`src/rtl/simon_sound_pkg.sv`:
```
// Shared types and default timing constants for the Simon speaker driver.
// A jingle is four notes; the note index selects the oscillator tone.
package simon_sound_pkg;

   typedef enum logic [1:0] {IDLE, TONE, JNOTE, JGAP} state_t;
   typedef enum logic {J_LOSE, J_HS} jingle_t;
   typedef logic [1:0] note_t;

   localparam int DEF_DIV_W    = 16;
   localparam int DEF_LEN_W    = 20;
   localparam int DEF_HALF0    = 4000;
   localparam int DEF_HALF1    = 5000;
   localparam int DEF_HALF2    = 6000;
   localparam int DEF_HALF3    = 8000;
   localparam int DEF_NOTE_LEN = 400000;
   localparam int DEF_GAP_LEN  = 80000;

   // LOSE walks tones 0..3 (falling pitch); HS walks 3..0 (rising pitch).
   function automatic note_t jingle_tone(jingle_t j, note_t n);
      return (j == J_LOSE) ? n : ~n;
   endfunction

endpackage

```
`src/rtl/simon_sound_if.sv`:
```
// Controller-to-speaker-driver signal bundle.
interface simon_sound_if;
   logic [1:0] LAMP;
   logic       LAMP_ENA;
   logic       LOSE;
   logic       HS;
   logic       MUTE;
   logic       SPK;
   logic       BUSY;

   modport master (output LAMP, LAMP_ENA, LOSE, HS, MUTE, input SPK, BUSY);
   modport slave  (input LAMP, LAMP_ENA, LOSE, HS, MUTE, output SPK, BUSY);
endinterface

```
`src/rtl/simon_sound_tone_osc.sv`:
```
// Square-wave oscillator: SQ toggles every HALF enabled cycles.
// EN low parks the oscillator (count 0, SQ 0); CLR restarts the count but keeps SQ.
module tone_osc #(
   parameter int DIV_W = 16
)(
   input  logic             CLK,
   input  logic             RST,
   input  logic             CLR,
   input  logic             EN,
   input  logic [DIV_W-1:0] HALF,
   output logic             SQ
);

   logic [DIV_W-1:0] cnt;
   logic [DIV_W-1:0] last;

   assign last = HALF - DIV_W'(1);

   always_ff @(posedge CLK or posedge RST) begin
      if (RST) begin
         cnt <= '0;
         SQ  <= 1'b0;
      end else if (!EN) begin
         cnt <= '0;
         SQ  <= 1'b0;
      end else if (CLR) begin
         cnt <= '0;
      end else if (cnt == last) begin
         cnt <= '0;
         SQ  <= ~SQ;
      end else begin
         cnt <= cnt + DIV_W'(1);
      end
   end

endmodule

```
`src/rtl/simon_sound.sv`:
```
// Speaker driver: lamp tone while a lamp is lit, four-note jingles on LOSE / HS rising edges.
// MUTE only gates the pin; sequencing and BUSY run unchanged.
module simon_sound import simon_sound_pkg::*; #(
   parameter int DIV_W    = DEF_DIV_W,
   parameter int LEN_W    = DEF_LEN_W,
   parameter int HALF0    = DEF_HALF0,
   parameter int HALF1    = DEF_HALF1,
   parameter int HALF2    = DEF_HALF2,
   parameter int HALF3    = DEF_HALF3,
   parameter int NOTE_LEN = DEF_NOTE_LEN,
   parameter int GAP_LEN  = DEF_GAP_LEN
)(
   input logic          CLK,
   input logic          RST,
   simon_sound_if.slave bus
);

   localparam logic [LEN_W-1:0] NOTE_LAST = LEN_W'(NOTE_LEN - 1);
   localparam logic [LEN_W-1:0] GAP_LAST  = LEN_W'(GAP_LEN - 1);

   state_t           state, nxt;
   jingle_t          jingle, jingle_nxt;
   note_t            note, note_nxt;
   note_t            tone, tone_nxt;
   logic [LEN_W-1:0] len_cnt, len_nxt;
   logic             lose_prev, hs_prev, busy;
   logic             lose_rise, hs_rise;
   logic             osc_en, osc_clr, sq;
   logic [DIV_W-1:0] half_sel;

   assign lose_rise = bus.LOSE & ~lose_prev;
   assign hs_rise   = bus.HS & ~hs_prev;

   always_comb begin
      half_sel = DIV_W'(HALF3);
      case (tone)
         2'd0:    half_sel = DIV_W'(HALF0);
         2'd1:    half_sel = DIV_W'(HALF1);
         2'd2:    half_sel = DIV_W'(HALF2);
         default: half_sel = DIV_W'(HALF3);
      endcase
   end

   always_ff @(posedge CLK or posedge RST) begin
      if (RST) begin
         state     <= IDLE;
         jingle    <= J_LOSE;
         note      <= '0;
         tone      <= '0;
         len_cnt   <= '0;
         lose_prev <= 1'b0;
         hs_prev   <= 1'b0;
         busy      <= 1'b0;
      end else begin
         state     <= nxt;
         jingle    <= jingle_nxt;
         note      <= note_nxt;
         tone      <= tone_nxt;
         len_cnt   <= len_nxt;
         lose_prev <= bus.LOSE;
         hs_prev   <= bus.HS;
         busy      <= (nxt == JNOTE) || (nxt == JGAP);
      end
   end

   // Any state change into TONE/JNOTE leaves osc_en low for that edge,
   // which hands the oscillator a fresh phase.
   always_comb begin
      nxt        = state;
      jingle_nxt = jingle;
      note_nxt   = note;
      tone_nxt   = tone;
      len_nxt    = '0;
      osc_en     = 1'b0;
      osc_clr    = 1'b0;
      if (lose_rise || (hs_rise && (state == IDLE || state == TONE))) begin
         nxt        = JNOTE;
         jingle_nxt = lose_rise ? J_LOSE : J_HS;
         note_nxt   = '0;
         tone_nxt   = jingle_tone(jingle_nxt, '0);
      end else begin
         case (state)
            IDLE, TONE: begin
               if (bus.LAMP_ENA) begin
                  nxt      = TONE;
                  tone_nxt = bus.LAMP;
                  if (state == TONE) begin
                     osc_en  = 1'b1;
                     osc_clr = (bus.LAMP != tone);
                  end
               end else begin
                  nxt = IDLE;
               end
            end
            JNOTE: begin
               if (len_cnt == NOTE_LAST) begin
                  nxt = (note == 2'd3) ? IDLE : JGAP;
               end else begin
                  len_nxt = len_cnt + LEN_W'(1);
                  osc_en  = 1'b1;
               end
            end
            JGAP: begin
               if (len_cnt == GAP_LAST) begin
                  nxt      = JNOTE;
                  note_nxt = note + 2'd1;
                  tone_nxt = jingle_tone(jingle, note_nxt);
               end else begin
                  len_nxt = len_cnt + LEN_W'(1);
               end
            end
            default: nxt = IDLE;
         endcase
      end
   end

   tone_osc #(.DIV_W(DIV_W)) u_osc (
      .CLK  (CLK),
      .RST  (RST),
      .CLR  (osc_clr),
      .EN   (osc_en),
      .HALF (half_sel),
      .SQ   (sq)
   );

   assign bus.SPK  = sq & ~bus.MUTE;
   assign bus.BUSY = busy;

endmodule
```
`src/flat_wrapper.sv`:
```
// flat-port wrapper written by rule: the top's interface ports become plain ports
module simon_sound_flat import simon_sound_pkg::*;
#(
   parameter int DIV_W    = DEF_DIV_W,
   parameter int LEN_W    = DEF_LEN_W,
   parameter int HALF0    = DEF_HALF0,
   parameter int HALF1    = DEF_HALF1,
   parameter int HALF2    = DEF_HALF2,
   parameter int HALF3    = DEF_HALF3,
   parameter int NOTE_LEN = DEF_NOTE_LEN,
   parameter int GAP_LEN  = DEF_GAP_LEN
)
  (CLK, RST, bus_LAMP, bus_LAMP_ENA, bus_LOSE, bus_HS, bus_MUTE, bus_SPK, bus_BUSY);
  simon_sound_if bus_i ();
  input logic CLK;
  input logic RST;
  input wire logic [$bits(bus_i.LAMP)-1:0] bus_LAMP;
  input wire logic [$bits(bus_i.LAMP_ENA)-1:0] bus_LAMP_ENA;
  input wire logic [$bits(bus_i.LOSE)-1:0] bus_LOSE;
  input wire logic [$bits(bus_i.HS)-1:0] bus_HS;
  input wire logic [$bits(bus_i.MUTE)-1:0] bus_MUTE;
  output wire logic [$bits(bus_i.SPK)-1:0] bus_SPK;
  output wire logic [$bits(bus_i.BUSY)-1:0] bus_BUSY;
  assign bus_i.LAMP = bus_LAMP;
  assign bus_i.LAMP_ENA = bus_LAMP_ENA;
  assign bus_i.LOSE = bus_LOSE;
  assign bus_i.HS = bus_HS;
  assign bus_i.MUTE = bus_MUTE;
  assign bus_SPK = bus_i.SPK;
  assign bus_BUSY = bus_i.BUSY;
  simon_sound #(.DIV_W(DIV_W), .LEN_W(LEN_W), .HALF0(HALF0), .HALF1(HALF1), .HALF2(HALF2), .HALF3(HALF3), .NOTE_LEN(NOTE_LEN), .GAP_LEN(GAP_LEN)) u_core (.CLK(CLK), .RST(RST), .bus(bus_i));
endmodule
```
`config.mk`:
```
export PLATFORM = sky130hd
export DESIGN_NAME = simon_sound_flat
export DESIGN_NICKNAME = d
export VERILOG_FILES = /design/src/rtl/simon_sound_pkg.sv /design/src/rtl/simon_sound_if.sv /design/src/rtl/simon_sound_tone_osc.sv /design/src/rtl/simon_sound.sv /design/src/flat_wrapper.sv
export SDC_FILE = /design/constraint.sdc
export NUM_CORES = 1
export LEC_CHECK = 0
export CORE_MARGIN = 5
export CORE_UTILIZATION = 45
export DETAILED_ROUTE_END_ITERATION = 12
export HOLD_SLACK_MARGIN = 0.05
export PLACE_DENSITY_LB_ADDON = 0.25
export SYNTH_ARGS = -nofsm -noshare
export SYNTH_HDL_FRONTEND = slang
export SYNTH_SLANG_ARGS = --single-unit
```
`constraint.sdc`:
```
create_clock -name CLK -period 4.7 [get_ports CLK]
set_input_delay 0.94 -clock CLK [delete_from_list [all_inputs] [get_ports CLK]]
set_output_delay 0.94 -clock CLK [all_outputs]
set_load 0.01 [all_outputs]
```
==> flow_summary.html <==
<table>
<tr><th>Metric</th><th>Value</th></tr>
<tr><th colspan="2">Synthesis</th></tr>
<tr><td>Yosys synthesis warning count</td><td>0</td></tr>
<tr><td>Synthesized area per cell</td><td>9.653 um^2</td></tr>
<tr><td>Sequential area share after synthesis</td><td>47.59%</td></tr>
<tr><td>Synth top area cells</td><td>dfrtp_1 (48%), xnor2_1 (8.9%), nor2_1 (7.4%)</td></tr>
<tr><td>Number of flip-flops and latches in the synthesized netlist</td><td>47</td></tr>
<tr><td>Area of the mapped netlist</td><td>2471 um^2</td></tr>
<tr><td>Dominant cell type by area after synthesis</td><td>dfrtp_1</td></tr>
<tr><td>Area share of the largest cell type after synthesis</td><td>a little under half</td></tr>
<tr><td>Synth Flop Type</td><td>dfrtp_1</td></tr>
<tr><td>Cell with the most instances after synthesis</td><td>nor2_1</td></tr>
<tr><td>Synthesized net count</td><td>between 200 and 300</td></tr>
<tr><td>Distinct cell type count after synthesis</td><td>40</td></tr>
<tr><td>Synth async-reset ratio</td><td>100.0%</td></tr>
<tr><td>Number of enable-type register cells in the synthesized netlist</td><td>0</td></tr>
<tr><td>Most frequent cells after synthesis</td><td>nor2_1 (49), dfrtp_1 (47), xnor2_1 (25), nand3_1 (14), xor2_1 (14)</td></tr>
<tr><td>Number of instances in the synthesized netlist</td><td>roughly 260</td></tr>
<tr><th colspan="2">Floorplanning</th></tr>
<tr><td>Area of the placeable core</td><td>5405 um^2</td></tr>
<tr><td>Vertical die dimension</td><td>roughly 84 um</td></tr>
<tr><td>Overall die area</td><td>7074 um^2</td></tr>
<tr><td>Die W</td><td>84.11 um</td></tr>
<tr><td>Row cnt</td><td>27</td></tr>
<tr><td>IO Count</td><td>10</td></tr>
<tr><td>Effective utilization at floorplan</td><td>45.72%</td></tr>
<tr><th colspan="2">Setup path</th></tr>
<tr><td>Launch point of the worst reg-to-reg path</td><td>u_core.len_cnt[10]</td></tr>
<tr><td>Cell seen most often among critical-path stages</td><td>clkdlybuf4s50_1</td></tr>
<tr><td>Category of cells accounting for the largest share of critical-path delay</td><td>buffers and inverters</td></tr>
<tr><td>Crit-path max cell delay</td><td>540 ps</td></tr>
<tr><td>Standard cell with the maximum stage delay on the critical path</td><td>clkdlybuf4s50_1</td></tr>
<tr><td>Endpoint of the most critical register-to-register path</td><td>u_core.u_osc.cnt[11]</td></tr>
<tr><td>Critical path depth</td><td>3</td></tr>
<tr><td>Start-to-end type of the worst setup path</td><td>in2out</td></tr>
<tr><td>Arr. time, crit path</td><td>1980 ps</td></tr>
<tr><td>Count of cells along the worst register-to-register path</td><td>5</td></tr>
<tr><td>Critical path required time</td><td>3760 ps</td></tr>
<tr><td>Setup slack on the worst flop-to-flop path</td><td>2110 ps</td></tr>
<tr><td>Endpoint class of the critical path</td><td>primary output</td></tr>
<tr><td>Critical path startpoint category</td><td>input pin</td></tr>
<tr><td>Critical-path maximum fanout</td><td>1</td></tr>
<tr><td>Buffering stage count on the worst path with inverters included</td><td>2</td></tr>
<tr><td>Worst-path cell chain</td><td>clkdlybuf4s50_1 -&gt; nor2b_1 -&gt; clkdlybuf4s50_1</td></tr>
<tr><th colspan="2">Clock tree</th></tr>
<tr><td>Hold bufs inserted after CTS</td><td>0</td></tr>
<tr><td>Deepest clock path buffer count</td><td>2</td></tr>
<tr><td>Root buffer cell</td><td>clkbuf_8</td></tr>
<tr><td>Clock transition at the register clock pins on the worst setup and hold paths after CTS</td><td>80 ps</td></tr>
<tr><td>Post-cts gate resize count</td><td>0</td></tr>
<tr><td>Source-to-sink clock delay at the later pin of the worst-skew pair</td><td>approximately 300 ps</td></tr>
<tr><td>CTS tree</td><td>done</td></tr>
<tr><td>Clock buffer count from CTS</td><td>5</td></tr>
<tr><td>Setup bufs post-CTS</td><td>0</td></tr>
<tr><td>H-tree depth reported by CTS</td><td>2</td></tr>
<tr><td>Number of sinks handled by clock tree synthesis</td><td>47</td></tr>
<tr><th colspan="2">GRT</th></tr>
<tr><td>Grt met2 use</td><td>21.95%</td></tr>
<tr><td>Number of antenna violations at the first check in global routing</td><td>0</td></tr>
<tr><td>Largest net degree at the start of global routing</td><td>48</td></tr>
<tr><td>Met3 global-route usage</td><td>~3.5%</td></tr>
<tr><td>Number of global-route vias before repair</td><td>1744</td></tr>
<tr><td>Leftover overflow at the end of global routing</td><td>0</td></tr>
<tr><td>Met1 routing resource usage after global routing</td><td>18.48%</td></tr>
<tr><td>First-pass GRT wire length</td><td>8038 um</td></tr>
<tr><td>Global-route layer with the greatest usage</td><td>met2</td></tr>
<tr><td>Aggregate global-route resource usage</td><td>between 10% and 20%</td></tr>
<tr><th colspan="2">Route</th></tr>
<tr><td>Total DRC errors in the routed layout</td><td>0</td></tr>
<tr><td>DR vias</td><td>1719</td></tr>
<tr><td>Via density</td><td>5.041</td></tr>
<tr><td>Drt first-iter violations</td><td>75</td></tr>
<tr><td>Wire length reported by the detailed router</td><td>4289 um</td></tr>
<tr><td>ANT nets after route</td><td>0</td></tr>
<tr><td>TritonRoute pass-1 iters</td><td>4</td></tr>
<tr><td>Post-DR wirelength/cell</td><td>between 10 and 15 um</td></tr>
<tr><th colspan="2">Power and ir drop</th></tr>
<tr><td>Leakage power summed over all cells</td><td>1.183 nW</td></tr>
<tr><td>PD cells</td><td>319.8 nW/um^2</td></tr>
<tr><td>Worst IR Drop VDD</td><td>between 0.0002 and 0.00025 V</td></tr>
<tr><th colspan="2">Placement</th></tr>
<tr><td>Total instance count after detailed placement</td><td>~330</td></tr>
<tr><td>Detailed placer's ending HPWL</td><td>2988 um</td></tr>
<tr><td>Final estimated routing congestion in global placement</td><td>0.7915</td></tr>
<tr><td>Quantity of I/O buffers inserted on ports</td><td>9</td></tr>
<tr><th colspan="2">STA</th></tr>
<tr><td>Worst slew pin tran</td><td>967.4 ps</td></tr>
<tr><td>Setup TNS</td><td>0 ps</td></tr>
<tr><td>Worst-case hold slack</td><td>479.3 ps</td></tr>
<tr><td>Post-route clock skew</td><td>9.960 ps</td></tr>
<tr><td>Post-route fraction of the period consumed by the critical path</td><td>62.16%</td></tr>
<tr><td>Setup repair after global routing missed its margin</td><td>no</td></tr>
<tr><td>Count of final setup violators</td><td>0</td></tr>
<tr><td>Endpoints failing hold</td><td>0</td></tr>
<tr><td>Fmax</td><td>0.3423 GHz</td></tr>
<tr><td>Shortest clock period the worst path allows after layout</td><td>about 3000 ps</td></tr>
<tr><td>Total count of max-transition violations in the final report</td><td>0</td></tr>
<tr><td>Max_slew headroom</td><td>35.41%</td></tr>
<tr><th colspan="2">Finish</th></tr>
<tr><td>Combined flip-flop and latch cell area</td><td>~1200 um^2</td></tr>
<tr><td>Number of nets in the layout</td><td>~280</td></tr>
<tr><td>Synth-to-layout area growth</td><td>11.80%</td></tr>
<tr><td>Antenna diode count</td><td>0</td></tr>
<tr><td>Filler Cell Count</td><td>512</td></tr>
<tr><td>Area taken by multi-input logic gates</td><td>1225 um^2</td></tr>
<tr><td>Layout cells sized above 1</td><td>5.204%</td></tr>
<tr><td>Number of non-filler instances in the completed layout</td><td>341</td></tr>
<tr><th colspan="2">Outcome</th></tr>
<tr><td>Status</td><td>finished clean</td></tr>
<tr><th colspan="2">Hold path</th></tr>
<tr><td>Startpoint of the worst hold path</td><td>u_core.len_cnt[0]</td></tr>
<tr><td>Worst hold path endpoint</td><td>u_core.len_cnt[0]</td></tr>
<tr><td>Cell count of the worst hold path</td><td>1</td></tr>
<tr><td>Class of the worst hold path</td><td>reg2reg</td></tr>
<tr><th colspan="2">Run</th></tr>
<tr><td>Maximum Capacitance Violations</td><td>0</td></tr>
</table>
==> cell type report <==
| class | count | area share, % |
|---|---|---|
| repair buffers | 10 | 3.533 |
| inverters | 11 | 1.495 |
| clock buffers | 6 | 2.627 |
| flip-flops and latches | 47 | 42.57 |
| clock inverters | 2 | 2.174 |
| multi-input cells | 193 | 44.34 |
| well taps | 72 | 3.261 |
==> placed cells by master (no fill, tap or decap), types with 2 or more instances in the layout <==
cell type	count
nor2_1	49
dfrtp_1	47
xnor2_1	25
nand3_1	14
xor2_1	14
nand2_1	13
inv_1	10
clkdlybuf4s50_1	9
a21oi_1	7
nor3_1	7
ha_1	6
nor2b_1	5
nand4_1	5
clkbuf_8	5
nand2b_1	4
mux2i_1	4
nor4_1	3
or4_1	3
a21o_1	3
and4_1	3
or3_1	3
and3b_1	3
nor3b_1	3
o21ai_0	3
and3_1	2
bufinv_16	2
==> worst register-to-register path, stage by stage, from the launching register on <==
cell and delay (ps):
dfrtp_1 410, or4_1 540, nor4_2 560, a21oi_1 200, o211ai_2 620, nor2_1 130
==> logic make-up after synthesis <==
logic type,share of synthesized area (%)
mux,1.620
flops,47.60
xor+xnor,13.82
fa+ha+maj,3.038
compound gates,4.912
simple gates,26.18
buf+inv,2.836
==> report_power, final <==
part	switching [W]	internal [W]	leakage, nW
sequential	0.0000334	0.000430	0.632
combinational	0.0000413	0.0000348	0.485
clock	0.000131	0.000213	0.0654
==> sequential cells by signal, indices dropped and copies added (netlist names) <==
register and cells:
u_core.lose_prev 1, u_core.note 2, u_core.u_osc.cnt 16, u_core.jingle 1, u_core.len_cnt 20, u_core.bus.BUSY 1
u_core.u_osc.SQ 1, u_core.tone 2, u_core.hs_prev 1, u_core.state 2
==> layer usage <==
metal | share of wire [%] | routed length [um]
met1 | 51 | 2194
met2 | 44 | 1899
met3 | 3.1 | 131
met4 | 1.5 | 63
met5 | 0 | 0
==> how the worst max path moves through the flow <==
stage	startpoint	to	slack, ps
global placement	bus_MUTE	bus_SPK	1780
detailed placement	bus_MUTE	bus_SPK	1770
finish	bus_MUTE	bus_SPK	1780
floorplan	u_core.u_osc.cnt[13]	u_core.u_osc.cnt[10]	2490
CTS	bus_MUTE	bus_SPK	1770
global route	bus_MUTE	bus_SPK	1750
==> through the flow <==
step,cell area [um^2],setup slack [ps],power [W],util (%)
3_5_place_dp,2630,1766,0.0005490,48.66
5_1_grt,2763,1748,0.0009309,51.11
2_1_floorplan,2471,2491,0.0005222,-
3_3_place_gp,2630,1779,0.0005457,48.66
4_1_cts,2763,1766,0.0008957,51.11
6_report,2763,1779,0.0008834,51.11
Power figures use the tool's default switching activity.
